==> src/rtl/hazard_unit.sv <==
// Load-use interlock, branch flush and memory-wait freeze for the 5-stage core.
// Optional saturating statistics counters are enabled with HAZARD_UNIT_STATS_EN.
module hazard_unit #(
  parameter int REG_ADDR_W       = 5,
  parameter int LOAD_USE_BUBBLES = 1,
  parameter int CNT_W            = 32
) (
  input  logic                  clk,
  input  logic                  arst_n,
  input  logic [REG_ADDR_W-1:0] rs1_id,
  input  logic [REG_ADDR_W-1:0] rs2_id,
  input  logic                  rs1_used_id,
  input  logic                  rs2_used_id,
  input  logic [REG_ADDR_W-1:0] rd_ex,
  input  logic                  mem_read_ex,
  input  logic                  branch_taken_ex,
  input  logic                  mem_stall,
  output logic                  pc_write,
  output logic                  if_id_write,
  output logic                  if_id_flush,
  output logic                  id_ex_bubble,
  output logic                  pipe_freeze
`ifdef HAZARD_UNIT_STATS_EN
  ,
  output logic [CNT_W-1:0]      stall_cycles,
  output logic [CNT_W-1:0]      flush_count
`endif
);

  typedef enum logic {RUN, BUBBLE} state_t;

  localparam logic [2:0] BCNT_INIT = 3'(LOAD_USE_BUBBLES - 1);

  state_t     state_reg, state_next;
  logic [2:0] bcnt_reg, bcnt_next;
  logic       hazard;

  assign hazard = mem_read_ex && (rd_ex != '0) &&
                  ((rs1_used_id && (rs1_id == rd_ex)) ||
                   (rs2_used_id && (rs2_id == rd_ex)));

  always_ff @(posedge clk or negedge arst_n) begin
    if (!arst_n) begin
      state_reg <= RUN;
      bcnt_reg  <= 3'd0;
    end else begin
      state_reg <= state_next;
      bcnt_reg  <= bcnt_next;
    end
  end

  always_comb begin
    state_next   = state_reg;
    bcnt_next    = bcnt_reg;
    pc_write     = 1'b1;
    if_id_write  = 1'b1;
    if_id_flush  = 1'b0;
    id_ex_bubble = 1'b0;
    pipe_freeze  = 1'b0;
    if (!arst_n) begin
      // Outputs follow reset immediately, not only after the next edge.
      pc_write     = 1'b0;
      if_id_write  = 1'b0;
      id_ex_bubble = 1'b1;
    end else if (mem_stall) begin
      pipe_freeze = 1'b1;
      pc_write    = 1'b0;
      if_id_write = 1'b0;
    end else if (branch_taken_ex) begin
      if_id_flush  = 1'b1;
      id_ex_bubble = 1'b1;
      state_next   = RUN;
      bcnt_next    = 3'd0;
    end else if (state_reg == BUBBLE) begin
      pc_write     = 1'b0;
      if_id_write  = 1'b0;
      id_ex_bubble = 1'b1;
      bcnt_next    = bcnt_reg - 3'd1;
      // <=1 also recovers from a corrupted zero count.
      if (bcnt_reg <= 3'd1) begin
        state_next = RUN;
        bcnt_next  = 3'd0;
      end
    end else if (hazard) begin
      pc_write     = 1'b0;
      if_id_write  = 1'b0;
      id_ex_bubble = 1'b1;
      if (LOAD_USE_BUBBLES > 1) begin
        state_next = BUBBLE;
        bcnt_next  = BCNT_INIT;
      end
    end
  end

`ifdef HAZARD_UNIT_STATS_EN
  always_ff @(posedge clk or negedge arst_n) begin
    if (!arst_n) begin
      stall_cycles <= '0;
      flush_count  <= '0;
    end else begin
      if (id_ex_bubble && !if_id_flush && (stall_cycles != '1))
        stall_cycles <= stall_cycles + CNT_W'(1);
      if (if_id_flush && (flush_count != '1))
        flush_count <= flush_count + CNT_W'(1);
    end
  end
`endif

endmodule
==> config.mk <==
export PLATFORM = sky130hd
export DESIGN_NAME = hazard_unit
export DESIGN_NICKNAME = d
export VERILOG_FILES = /design/src/rtl/hazard_unit.sv
export SDC_FILE = /design/constraint.sdc
export NUM_CORES = 1
export LEC_CHECK = 0
export CORE_UTILIZATION = 31
export DETAILED_ROUTE_END_ITERATION = 8
export GPL_TIMING_DRIVEN = 0
export PLACE_DENSITY_LB_ADDON = 0.2
export SYNTH_ARGS = -nofsm -noshare
export SYNTH_HDL_FRONTEND = slang
export SYNTH_SLANG_ARGS = --single-unit
==> constraint.sdc <==
create_clock -name clk -period 1.55 [get_ports clk]
set_clock_uncertainty 0.1 [all_clocks]
set_input_delay 0.31 -clock clk [delete_from_list [all_inputs] [get_ports clk]]
set_output_delay 0.31 -clock clk [all_outputs]
set_load 0.02 [all_outputs]
* Yosys cells after proc, flatten, opt, wreduce, memory -nomap -nowiden
Index checks and enable logic that the tools add are counted.
** Storage, ports and cells
- Register bits :: 4
- Bits of input ports :: 22
- Logic and storage cells :: 37
** Operators by class
- Add/sub/neg operators :: 1
- Magnitude comparators :: 1
- Eq/ne operators :: 2
- Muxes and demuxes :: 21
- Bitwise operators :: 1
- Reductions and logical operators :: 9
** Operator list (count)
- 1-bit 2-to-1 mux :: 18
- 5-bit equality test :: 2
- 3-bit 2-to-1 mux :: 3
- 5-bit nonzero test :: 1
- 1-bit logical AND :: 4
- 3-bit by 1-bit <= comparator with 1-bit output, second input constant :: 1
- 3-bit AND reduction :: 1
- 3-bit by 1-bit subtractor with 3-bit output, second input constant :: 1
- 2-bit AND reduction :: 1
- 2-bit nonzero test :: 1
- 1-bit logical OR :: 1
- 1-bit inverter :: 1

* Depth between registers and ports, before layout
- Depth in word-level cells :: 9
- Mapped depth :: 6

* Least setup slack after synthesis
Ideal clock, no wire load.
- Path kind :: in2out
- From :: in rd_ex[1]
- To :: out pc_write
- Arrival time :: 1.443 ns
- Setup slack :: -0.303 ns
- Cell stages on the path :: 4
- Path buffers :: 1
- Cells stage by stage :: or4_1 -> o21ai_2 -> o31a_1 -> buf_4
** Between the ends
- Cells in the longest elaborated chain, start to end :: 9
** Ends and longest elaborated chain
- from (decl) :: RTL line 14 : input logic [REG_ADDR_W-1:0] rd_ex,
- 5-bit equality test, on equally long branches :: RTL line 39, 40
- 1-bit logical AND, on equally long branches :: RTL line 39, 40
- 1-bit logical OR :: RTL line 39 : ((rs1_used_id && (rs1_id == rd_ex)) ||
- 1-bit logical AND * :: RTL line 38 : assign hazard = mem_read_ex && (rd_ex != '0) &&
- 1-bit 2-to-1 mux * (5 in a row)
- to (decl) :: RTL line 18 : output logic pc_write,
Mark *: on every way between the ends. The rest lies on a longest branch, timed or not.

* Worst setup path after layout
- From :: in rs1_id[1]
- To :: out pc_write
** Between the ends
- Cells in the longest elaborated chain, start to end :: 9
** Ends and longest elaborated chain
- from (decl) :: RTL line 10 : input logic [REG_ADDR_W-1:0] rs1_id,
- 5-bit equality test :: RTL line 39
- 1-bit logical AND :: RTL line 39
- 1-bit logical OR :: RTL line 39
- 1-bit logical AND :: RTL line 38
- 1-bit 2-to-1 mux :: RTL line 84 : end else if (hazard) begin
- 1-bit 2-to-1 mux :: RTL line 74 : end else if (state_reg == BUBBLE) begin
- 1-bit 2-to-1 mux :: RTL line 69 : end else if (branch_taken_ex) begin
- 1-bit 2-to-1 mux :: RTL line 65 : end else if (mem_stall) begin
- 1-bit 2-to-1 mux :: RTL line 60 : if (!arst_n) begin
Every way passes these cells.

==> results summary <==
The number of optimization iterations in the first detailed-route pass is 4. Of the total power, the share spent switching nets is 0.383. The maximum clock frequency is ~510 MHz.

Entering global routing, the biggest net connects 6 pins. Buffers inserted during clock tree synthesis total 3. A synthesized cell averages between 8 and 9 sq um. The tightest hold path in the finished design has a slack of roughly 450 ps.

The share of total power dissipated in sequential elements is 0.282. The count of endpoints failing hold in the final timing report came out at 0. The worst setup path is captured at a primary output. The remaining global-route overflow came out at 0. The area growth from synthesis to layout is 69.7%. The reg2reg setup slack is ~80 ps. In this run the remaining antenna-violating nets after routing total 0.

The share of post-route cells with drive strength above 1 is 0.364. The total via count in the routed design is 451. The leakage power summed over all cells came out at about 0.34 nW. The critical path data required time came out at about 1100 ps.

The transition time of the tightest slew-check pin is 383 ps. The number of cells traversed by the worst register-to-register path came out at 5. The worst register-to-register path ends at bcnt_reg[0].

The run finished, with violations left. The critical path ends at pc_write. The via count of the first global-routing pass came out at around 430. The total nets after synthesis is between 70 and 80. After synthesis the netlist holds a flip-flop and latch count of 4.

Leaving out filler cells and counting taps, the final layout contains 91. The total power density per cell area came out at around 860 mW/mm^2. The total of max-cap violations came out at 0. For the finished layout, the period the worst path requires is 1960 ps. The Yosys warning count came out at 0.

The port buffer count is 26. The utilization after layout is 0.598. The data arrival time of the worst path came out at 1550 ps.

TritonCTS built the clock tree. The number of slew-limit violations in the final report came out at 0. The starting density of the core is 0.353. The final-layout fill cell count came out at 118. The master cell of the clock root buffer is sky130_fd_sc_hd__clkbuf_4. Setup repair after global routing could not meet its margin everywhere. The maximum resistive drop on vdd is approximately 0.77 mV. Dividing the detail-routed wire length by the instance count gives 11.4 microns. The sum of net half-perimeters after detailed placement came out at between 700 and 800 microns. The final critical-path setup slack is -415 ps. The path class of the tightest hold or removal check is in2reg. After floorplanning, the core was sized to cover 0.00117 sq mm.

The count of routing violations after the opening detailed-route iteration is 4. For this design, the sink count on the clock tree is 4. The worst setup path is of the in2out kind. The design internal power came out at between 0.0003 and 0.0004 W. The overall global routing resource usage is 0.168.

The maximum clock path buffer count came out at 2. After clock tree synthesis, the clock-pin slew on the worst setup and hold paths is 40 ps. In this run the horizontal extent of the chip is a little under 40 microns. The period utilization is 1.27. The switching power total came out at roughly 0.00023 W. The cell count after synthesis came out at 47. The final number of setup-violating endpoints came out at 3. The worst register-to-register path begins at bcnt_reg[0]. Counting tap cells, the placed design contains a total of 87 instances. The y dimension of the die is about 38 microns. The final weighted congestion in routability-driven placement came out at 0.736. The number of antenna diodes in the final layout is 0. The netlist area before placement came out at ~410 sq um.

The first global-routing pass estimated roughly 1600 microns of wire. The number of cells traversed by the worst hold path came out at 3. In this run the worst path has a maximum fanout of 2. The initial antenna violation count came out at 0.

The final reports fail on setup timing. The area of the die came out at 0.00148 sq mm. The final net count is between 100 and 150. The register with the most flip-flops in the layout has 3 of them. The number of setup buffers added after CTS is 0. STA classifies the critical path startpoint as an input port. The relative max-transition margin is 0.744.

The post-route DRC violation count came out at 0. The clock latency of the later-clocked register in the worst-skew pair came out at 240 ps. The startpoint of the worst setup timing path is rs1_id[1]. The number of distinct library cell variants in the gate-level netlist after synthesis came out at 24. The number of primary I/O pins is 27. The via count normalized by instance count is 4.96. The combinational cell fraction of total power is 0.498. The part of the Yosys area used for sequential elements came out at 0.242. The overall routed net length came out at 1040 microns. The number of H-tree levels came out at 1. The number of rows in the core area is 12.

The part of the total power dissipated in the clock network came out at 0.219.
power groups by stage:
stage	combinational, W	clock, W	sequential (W)
2_1_floorplan	0.000182	0	0.000163
6_report	0.000300	0.000132	0.000170
3_3_place_gp	0.000283	0	0.000167
5_1_grt	0.000337	0.000147	0.000173
4_1_cts	0.000284	0.000135	0.000168
3_5_place_dp	0.000291	0	0.000169
cells in the mapped netlist:
cell / instances / share of area
sky130_fd_sc_hd__nor4_1: 1 / 0.015
sky130_fd_sc_hd__a22o_1: 1 / 0.021
sky130_fd_sc_hd__o31a_1: 1 / 0.021
sky130_fd_sc_hd__dfrtp_1: 4 / 0.24
sky130_fd_sc_hd__inv_1: 5 / 0.045
sky130_fd_sc_hd__o21ai_0: 1 / 0.012
sky130_fd_sc_hd__ha_1: 2 / 0.061
sky130_fd_sc_hd__a21oi_1: 3 / 0.036
sky130_fd_sc_hd__and2_0: 1 / 0.015
sky130_fd_sc_hd__o311ai_2: 1 / 0.039
sky130_fd_sc_hd__o21a_1: 1 / 0.018
sky130_fd_sc_hd__xor2_1: 8 / 0.17
sky130_fd_sc_hd__buf_4: 1 / 0.018
sky130_fd_sc_hd__o22ai_1: 1 / 0.015
sky130_fd_sc_hd__a32oi_1: 1 / 0.021
sky130_fd_sc_hd__xnor2_1: 2 / 0.042
sky130_fd_sc_hd__or4_1: 1 / 0.018
sky130_fd_sc_hd__nor2_1: 2 / 0.018
sky130_fd_sc_hd__and2_1: 1 / 0.015
sky130_fd_sc_hd__nor4_2: 1 / 0.030
sky130_fd_sc_hd__o21ai_2: 1 / 0.021
sky130_fd_sc_hd__nand2_1: 2 / 0.018
sky130_fd_sc_hd__nand2b_1: 2 / 0.030
sky130_fd_sc_hd__o21bai_1: 3 / 0.055
metrics by stage:
step                setup TNS, ps  setup WS, ps  power, W  area, sq um
global route                -1170          -440  0.000658          701
finish                      -1080          -415  0.000603          701
CTS                         -1080          -430  0.000587          702
detailed placement          -5840         -1270  0.000460          694
floorplan                    -512          -285  0.000345          417
global placement            -5810         -1250  0.000450          694
how the worst min path moves through the flow:
stage	end	start	slack (ps)
6_report	state_reg	arst_n	450
3_5_place_dp	state_reg	state_reg	430
5_1_grt	state_reg	arst_n	450
4_1_cts	bcnt_reg[2]	bcnt_reg[2]	440
2_1_floorplan	bcnt_reg[0]	arst_n	-90
3_3_place_gp	bcnt_reg[2]	bcnt_reg[2]	420
layout make-up:
class                           instances  area (sq um)  area share
Inverter                                5          18.8      0.0268
Timing Repair Buffer                   27           219       0.313
Buffer                                  1          7.51      0.0107
Sequential cell                         4           100       0.143
Multi-Input combinational cell         37           315       0.450
Tap cell                               14          17.5      0.0250
Clock buffer                            3          22.5      0.0321
layer usage:
layer | global-route usage | wire (microns) | part of all wire
met1 | 0.179 | 402 | 0.39
met2 | 0.283 | 536 | 0.52
met3 | 0.0872 | 86 | 0.083
met4 | 0.0517 | 8 | 0.0077
met5 | 0 | 0 | 0
critical path, stage by stage:
cell and delay (ps):
sky130_fd_sc_hd__buf_6 90, sky130_fd_sc_hd__xor2_1 150, sky130_fd_sc_hd__nor4_2 300, sky130_fd_sc_hd__a32oi_2 160, sky130_fd_sc_hd__o31a_1 270, sky130_fd_sc_hd__buf_4 140, sky130_fd_sc_hd__buf_6 120
cell families (layout without fill, tap and decap cells):
group                    after synthesis  after routing  synth area share
adder cells (fa/ha/maj)                2              2            0.0606
flip-flops                             4              4             0.242
buffers and inverters                  6             36            0.0636
AND/OR/NAND/NOR                       11             11             0.161
XOR/XNOR                              10             10             0.212
AO/OA/AOI/OAI                         14             14             0.261
cells in the final DEF (no fill, tap or decap), drive strengths merged, types with 3 or more instances in the layout:
cell and count:
buf 15, xor2 8, dlygate4sd2 6, inv 5
dfrtp 4, clkbuf 4, o21bai 3, clkdlybuf4s50 3
a21oi 3
timing repair:
item	CTS	global route
gates cloned	0	0
hold buffers	1	0
resized for setup	79	2
hold endpoints to repair	4	0
endpoints found under the setup margin	8	5
pin swaps	13	1
Note: power is estimated with default switching activity, not from simulation.
